===== config.mk =====
export PLATFORM = sky130hd
export DESIGN_NAME = avg_decoder
export DESIGN_NICKNAME = d
export VERILOG_FILES = /design/src/rtl/avg_pkg.sv /design/src/rtl/div_step.sv /design/src/rtl/avg_decoder.sv
export SDC_FILE = /design/constraint.sdc
export NUM_CORES = 1
export LEC_CHECK = 0
export BUFFER_PORTS_ARGS = -buffer_cell sky130_fd_sc_hd__buf_2
export CELL_PAD_IN_SITES_DETAIL_PLACEMENT = 0
export CELL_PAD_IN_SITES_GLOBAL_PLACEMENT = 1
export CORE_MARGIN = 10
export CORE_UTILIZATION = 40
export DETAILED_ROUTE_END_ITERATION = 7
export PLACE_DENSITY_LB_ADDON = 0.1
export REMOVE_ABC_BUFFERS = 1
export SLEW_MARGIN = 20
export SYNTH_ARGS = -nofsm -noshare
export SYNTH_HDL_FRONTEND = slang
export SYNTH_SLANG_ARGS = --single-unit

===== constraint.sdc =====
create_clock -name clock -period 1.6 [get_ports clock]
set_input_delay 0.16 -clock clock [delete_from_list [all_inputs] [get_ports clock]]
set_output_delay 0.16 -clock clock [all_outputs]
set_load 0.01 [all_outputs]

===== src/rtl/avg_pkg.sv =====
// avg_pkg -- shared definitions for the window-average decoder.
//   SCALE, WINDOW   : per-sample scale and samples per window
//   *_DEF           : default widths and divisor for avg_decoder
//   avg_state_e     : decoder FSM state encoding
package avg_pkg;

  localparam int unsigned SCALE       = 25;
  localparam int unsigned WINDOW      = 4;
  localparam int unsigned DIVISOR_DEF = SCALE * WINDOW;
  localparam int unsigned IN_W_DEF    = 13;
  localparam int unsigned Q_W_DEF     = 4;

  typedef enum logic [1:0] {
    IDLE = 2'd0,
    DIV  = 2'd1,
    DONE = 2'd2
  } avg_state_e;

endpackage


===== src/rtl/div_step.sv =====
// div_step -- one combinational restoring-division step.
//   rem_sh  [W:0]   : partial remainder shifted left with the next dividend bit
//   divisor [W:0]   : divisor, zero-extended
//   rem_new [W-1:0] : partial remainder after the step
//   q_bit           : quotient bit produced by this step
module div_step #(
  parameter int unsigned W = 13
) (
  input  logic [W:0]   rem_sh,
  input  logic [W:0]   divisor,
  output logic [W-1:0] rem_new,
  output logic         q_bit
);

  always_comb begin
    q_bit   = (rem_sh >= divisor);
    // Result is below divisor in both branches, so it always fits in W bits.
    rem_new = W'(q_bit ? (rem_sh - divisor) : rem_sh);
  end

endmodule


===== src/rtl/avg_decoder.sv =====
// avg_decoder -- recovers the average sample from an accumulated window sum
// by sequential restoring division (one quotient bit per clock, MSB first).
//
// Ports:
//   clock, reset       : rising-edge clock, asynchronous active-low reset
//   in_sum/in_valid    : window sum to decode; in_ready high while IDLE
//   out_x              : in_sum / DIVISOR, clamped to 2^Q_W-1 (out_sat flags it)
//   out_rem            : true remainder in_sum % DIVISOR
//   out_valid/out_ready: result handshake; result held until accepted
//
// Configuration macro:
//   AVG_DECODER_ROUND_EN : round the quotient to nearest (half up) before the
//                          saturation check; costs one extra cycle of latency.
module avg_decoder
  import avg_pkg::*;
#(
  parameter int unsigned IN_W    = IN_W_DEF,
  parameter int unsigned DIVISOR = DIVISOR_DEF,
  parameter int unsigned Q_W     = Q_W_DEF
) (
  input  logic            clock,
  input  logic            reset,
  input  logic [IN_W-1:0] in_sum,
  input  logic            in_valid,
  output logic            in_ready,
  output logic [Q_W-1:0]  out_x,
  output logic [IN_W-1:0] out_rem,
  output logic            out_sat,
  output logic            out_valid,
  input  logic            out_ready
);

  localparam int unsigned CNT_W = (IN_W > 1) ? $clog2(IN_W) : 1;
  localparam logic [IN_W:0]   DIV_C = (IN_W+1)'(DIVISOR);
  localparam logic [IN_W-1:0] Q_MAX = IN_W'((2 ** Q_W) - 1);

  avg_state_e state, state_nx;

  logic [1:0]       rst_sync;
  logic             rst_ok;
  logic             accept;

  logic [IN_W-1:0]  dvd;
  logic [IN_W-1:0]  quo;
  logic [IN_W-1:0]  rem;
  logic [CNT_W-1:0] cnt;
  logic             fin;
`ifdef AVG_DECODER_ROUND_EN
  logic             rnd_done;
`endif

  logic [IN_W:0]    step_rem_sh;
  logic [IN_W-1:0]  step_rem;
  logic             step_q;

  // Reset release is synchronised; accepts are blocked until it propagates.
  always_ff @(posedge clock or negedge reset) begin
    if (!reset) rst_sync <= '0;
    else        rst_sync <= {rst_sync[0], 1'b1};
  end

  assign rst_ok = rst_sync[1];
  assign accept = (state == IDLE) && in_valid && rst_ok;

  // in_ready reads 1 while reset is held, drops during the release
  // synchroniser window so no handshake is offered that would be refused.
  assign in_ready  = (state == IDLE) && (rst_ok || !reset);
  assign out_valid = (state == DONE) && fin;

  assign step_rem_sh = {rem, dvd[IN_W-1]};

  div_step #(
    .W (IN_W)
  ) u_step (
    .rem_sh  (step_rem_sh),
    .divisor (DIV_C),
    .rem_new (step_rem),
    .q_bit   (step_q)
  );

  always_ff @(posedge clock or negedge reset) begin
    if (!reset) state <= IDLE;
    else        state <= state_nx;
  end

  always_comb begin
    state_nx = state;
    unique case (state)
      IDLE:    if (accept)                 state_nx = DIV;
      DIV:     if (cnt == '0)              state_nx = DONE;
      DONE:    if (out_valid && out_ready) state_nx = IDLE;
      default:                             state_nx = IDLE;
    endcase
  end

  // DONE spends its first cycle (two with rounding) finalising the result
  // into the output registers; fin marks the result as presented.
  always_ff @(posedge clock or negedge reset) begin
    if (!reset) begin
      dvd      <= '0;
      quo      <= '0;
      rem      <= '0;
      cnt      <= '0;
      fin      <= 1'b0;
      out_x    <= '0;
      out_rem  <= '0;
      out_sat  <= 1'b0;
`ifdef AVG_DECODER_ROUND_EN
      rnd_done <= 1'b0;
`endif
    end else begin
      unique case (state)
        IDLE: begin
          if (accept) begin
            dvd      <= in_sum;
            quo      <= '0;
            rem      <= '0;
            cnt      <= CNT_W'(IN_W - 1);
            fin      <= 1'b0;
`ifdef AVG_DECODER_ROUND_EN
            rnd_done <= 1'b0;
`endif
          end
        end
        DIV: begin
          dvd <= dvd << 1;
          rem <= step_rem;
          quo <= (quo << 1) | IN_W'(step_q);
          if (cnt != '0) cnt <= cnt - 1'b1;
        end
        DONE: begin
`ifdef AVG_DECODER_ROUND_EN
          if (!rnd_done) begin
            rnd_done <= 1'b1;
            if ({rem, 1'b0} >= DIV_C) quo <= quo + 1'b1;
          end else if (!fin) begin
`else
          if (!fin) begin
`endif
            fin     <= 1'b1;
            out_sat <= (quo > Q_MAX);
            out_x   <= (quo > Q_MAX) ? '1 : quo[Q_W-1:0];
            out_rem <= rem;
          end else if (out_ready) begin
            fin <= 1'b0;
          end
        end
        default: ;
      endcase
    end
  end

endmodule

Yosys cells after proc, flatten, opt, wreduce, memory -nomap -nowiden
Cells that the tools add are included.
Widths: inputs -> output; s select.
Operators by class
  reduce and logical (&&, ||, !) cells: 17
  bitwise logic cells: 2
  add/subtract/negate cells: 2
  muxes and demuxes: 18
  equal/unequal tests: 6
  magnitude comparators: 2
Operator list (count)
  $pmux 13 s2: 3
  $mux 13: 3
  $ge 14x7->1 const B: 1
  $gt 13x4->1 const B: 1
  $or 13x1->13: 1
  $sub 13x7->13 const B: 1
  $mux 4: 3
  $pmux 4 s2: 1
  $mux 2: 3
  $ne 2x2->1 const B: 3
  $pmux 2 s3: 1
  $reduce_and 2->1: 3
  $reduce_and 3->1: 2
  $logic_and 1x1->1: 5
  $logic_not 4->1: 1
  $reduce_bool 2->1: 2
  $reduce_bool 4->1: 1
  $sub 4x1->4 const B: 1
  $mux 1: 3
  $eq 2x1->1 const B: 1
  $eq 2x2->1 const B: 1
  $logic_not 2->1: 1
  $ne 2x1->1 const B: 1
  $pmux 1 s2: 1
  other kinds (3): 3
Word-level totals
  input port bits: 17
  flip-flop bits (word level): 66
  output and inout bits: 20
  word-level logic and storage cells: 57

Longest topological paths before layout
  word-level depth: 5
  depth in mapped cells: 6
  depth with buffers taken out: 6

By module
From an unflattened synthesis, not the netlist that was laid out.
Unflattened totals
  cell total of the unflattened synthesis: 369
  area total of the unflattened synthesis: 3674.8 um2
By module, submodules not included
  avg_decoder: seq. area each 1651.6 um2, instances 1, area an instance 2732.6 um2, cells an instance 243
  div_step: seq. area each 0.0 um2, instances 1, area an instance 942.2 um2, cells an instance 126

Least setup slack after synthesis
Ideal clock, no wire load.
  kind: register to register
  start point: reg rem[1]
  end point: reg rem[7]
  cell stages (with the launch flop): 7
  library setup time: 0.104 ns
  data required time: 1.496 ns
  setup slack: -0.085 ns
  arrival time: 1.581 ns
  period minus slack after synthesis: 1.685 ns
  buffers on the path: 0
  path through: dfrtp_1 > inv_1 > ha_1 > and2b_1 > o21ai_1 > o21ai_1 > o311ai_1
On the way
  cells in the longest elaborated chain, start to end: 3
  elaborated cells on any way between the ends: 4
  those cells by class: add/sub (1); order compare (1); mux (2)
RTL lines
  start: declaration: line avg_decoder.sv:45  | logic [IN_W-1:0] rem;
  start signal: assignment: line avg_decoder.sv:127  | rem <= step_rem;
  $sub 13x7->13 or $ge 14x7->1 (tied branches): line div_step.sv:18, div_step.sv:16
  $mux 13 (*): line div_step.sv:18  | rem_new = W'(q_bit ? (rem_sh - divisor) : rem_sh);
  $pmux 13 s2 (*): line avg_decoder.sv:112  | unique case (state)
Every way passes the cells marked *; elsewhere a longest branch is shown, timed or not.
A chain may end at the register's enable or synchronous reset.

Worst setup path after layout
  start point: reg rem[2]
  end point: reg rem[3]
Same word-level chain as after synthesis.

==> flow_metrics.env <==
export IMPL_ant_nets=0
export IMPL_drtIter0Drc=101
export IMPL_outcome="complete, but fails checks"
export IMPL_yosys_area_top_type="dfrtp_1"
export IMPL_finalCriticalPeriod_ns=1.748
export IMPL_first_pass_iters=4
export IMPL_routabilityCongestion=0.8688
export IMPL_final_nets=388
export IMPL_die_w_um=106.0
export IMPL_clock_latency_ns=0.34
export IMPL_fin_util_pct=56.02
export IMPL_grt_pass1_wl_um=12210
export IMPL_ys_warn_count=0
export IMPL_rr_startpoint="rem[2]"
export IMPL_layout_drive_gt1_share_pct=39.95
export IMPL_cp_endpoint="rem[3]"
export IMPL_clock_sinks=66
export IMPL_hold_viol_final=0
export IMPL_leakagePower_uw=0.001838
export IMPL_crit_path_start_kind="register"
export IMPL_synth_top_cell_area_share_pct=55.88
export IMPL_pre_cts_ws_ns=-0.1659
export IMPL_synth_cells=287
export IMPL_die_h_um=106.0
export IMPL_path_max_fanout=4
export IMPL_yosys_register_bits=66
export IMPL_setup_viol=10
export IMPL_synth_cell_types=48
export IMPL_ys_top_cells_by_area="dfrtp_1 56%, nand2_1 5.2%, mux2_2 5.0%"
export IMPL_r2r_end="rem[3]"
export IMPL_num_vias=2453
export IMPL_r2r_setup_slack_ns=-0.15
export IMPL_hold_path_depth=3
export IMPL_final_common_cell="dfrtp_1"
export IMPL_fin_hold_ws_ns=0.05195
export IMPL_worstRegToRegCells=10
export IMPL_start_util_pct=40.96
export IMPL_hold_class="input port to register"
export IMPL_synth_area_mm2=0.002955
export IMPL_vias_per_cell=5.197
export IMPL_synth_edf_count=0
export IMPL_cts_tree="yes"
export IMPL_grt_usage_pct=13.40
export IMPL_area_growth_synth_to_final_pct=36.75
export IMPL_synthFlopType="dfrtp_1"
export IMPL_power_density_mw_per_mm2=2158
export IMPL_hpwl_um=4846
export IMPL_cp_required_ns=1.88
export IMPL_fmax_mhz=572.1
export IMPL_rsz0062_at_grt="yes"
export IMPL_vdd_drop_max_mv=1.058
export IMPL_antenna_found_initial=0
export IMPL_clockBufferDepth=2
export IMPL_antenna_cells=0
export IMPL_design_area_mm2=0.004041
export IMPL_finalClockSkew_ns=0.007043
export IMPL_ios=37
export IMPL_core_mm2=0.007214
export IMPL_maxCapViolations=0
export IMPL_path_clk_slew_ns=0.07
export IMPL_wire_per_inst_um=15.32
export IMPL_grt_max_degree=67
export IMPL_finalMaxSlewViolations=0
export IMPL_synthArstFlopShare_pct=100.0
export IMPL_setup_slack_ns=-0.1478
export IMPL_htree_levels=3
export IMPL_critical_path_arrival_ns=2.03
export IMPL_crit_start="rem[2]"
export IMPL_drc=0
export IMPL_end_kind="register"
export IMPL_syn_avg_cell_area_um2=10.30
export IMPL_dpl_cell_area_mm2=0.003562
export IMPL_finalCritPeriodShare_pct=109.2
export IMPL_drt_total_wl_um=7229
export IMPL_path_class="register to register"
export IMPL_violations="setup timing"
export IMPL_final_cell_mix="64 x dfrtp_1, 43 x buf_4, 40 x nand2_1"
export IMPL_die_area_mm2=0.01123
export IMPL_synth_seq_area_share_pct=55.88
export IMPL_num_rows=31
export IMPL_grt_remaining_overflow=0
export IMPL_root_buffer="clkbuf_8"
export IMPL_io_buffers=36
export IMPL_total_power_uw=8721
export IMPL_cts_buffers=9
export IMPL_first_global_vias=2482
-- sequential cells by signal, indices dropped and copies added, names as in the netlist --
signal	flops
dvd	13
out_x	4
out_rem	13
cnt	4
fin	1
state	2
rem	13
quo	13
out_sat	1
rst_sync	2
-- synth_stat cells (all sizes together), types with 4 or more instances --
cell type  count
nand2         42
mux2          13
nor2b          4
nand3          9
dfrtp         66
a21oi          5
nand2b         5
mux2i          4
nor3           5
o21ai         22
o41ai          4
a32oi          7
nor4           4
o22ai         12
inv            6
clkbuf        13
buf            4
nor2          29
-- area by class of cell --
cell class,count,area (µm²)
Fill cell,670,3173
Sequential cell,66,1654
Multi-Input combinational cell,198,1376
Timing Repair Buffer,87,626.9
Clock buffer,12,165.2
Tap cell,99,123.9
Clock inverter,4,72.57
Inverter,6,22.52
-- metrics by stage --
stage | TNS [ns] | cells
finish | -0.8373 | 472
global route | -1.654 | 472
floorplan | -18.53 | 270
CTS | -0.5013 | 469
detailed placement | -1.252 | 448
global placement | -0.6860 | 448
-- cells by family (layout without fill, tap and decap cells) --
family                   after synthesis  after routing  share of synthesized area [%]
AND/OR/NAND/NOR                      108            108                          16.68
AO/OA/AOI/OAI                         69             69                          16.43
flip-flops                            66             66                          55.88
buffers and inverters                 23            109                          3.302
multiplexers                          17             17                          6.308
adder cells (fa/ha/maj)                3              3                          1.270
other                                  1              1                         0.1269
-- power breakdown --
group / leakage [µW] / internal, µW / switching [µW]
clock network: 0.000119 / 1000 / 625
logic: 0.000907 / 2070 / 2110
registers: 0.000812 / 2400 / 513
total: 0.00184 / 5470 / 3250
-- timing repair --
item	4_1_cts	5_1_grt
hold endpoints to repair	66	0
gates resized for setup	10	28
hold buffers	1	0
pin swaps	5	11
gates cloned	0	0
endpoints found under the setup margin	12	24
setup buffers	4	4
-- worst max-delay path, stage by stage, from the launching register on --
cell and delay, ns:
dfrtp_1 0.42, inv_2 0.09, ha_4 0.14, nand2b_4 0.05, buf_6 0.11, o41ai_4 0.37
buf_4 0.21, buf_4 0.10, buf_4 0.09, nand2_1 0.04, nand3_1 0.06
-- worst min path at each step --
| stage | slack [ns] | end | start |
|---|---|---|---|
| floorplan | -0.14 | cnt[0] | reset |
| global placement | 0.26 | quo[6] | reset |
| detailed placement | 0.25 | dvd[6] | reset |
| CTS | 0.04 | dvd[3] | in_sum[3] |
| global route | 0.05 | dvd[0] | in_sum[0] |
| finish | 0.05 | dvd[4] | in_sum[4] |
-- routing by layer --
| layer | global-route usage (%) | up-vias | part of all wire [%] |
|---|---|---|---|
| li1 | - | 1193 | - |
| met1 | 16.59 | 1200 | 46 |
| met2 | 20.67 | 43 | 47 |
| met3 | 3.321 | 17 | 3.5 |
| met4 | 8.124 | 0 | 2.8 |
| met5 | 0 | - | 0 |
Power figures use the tool's default switching activity.
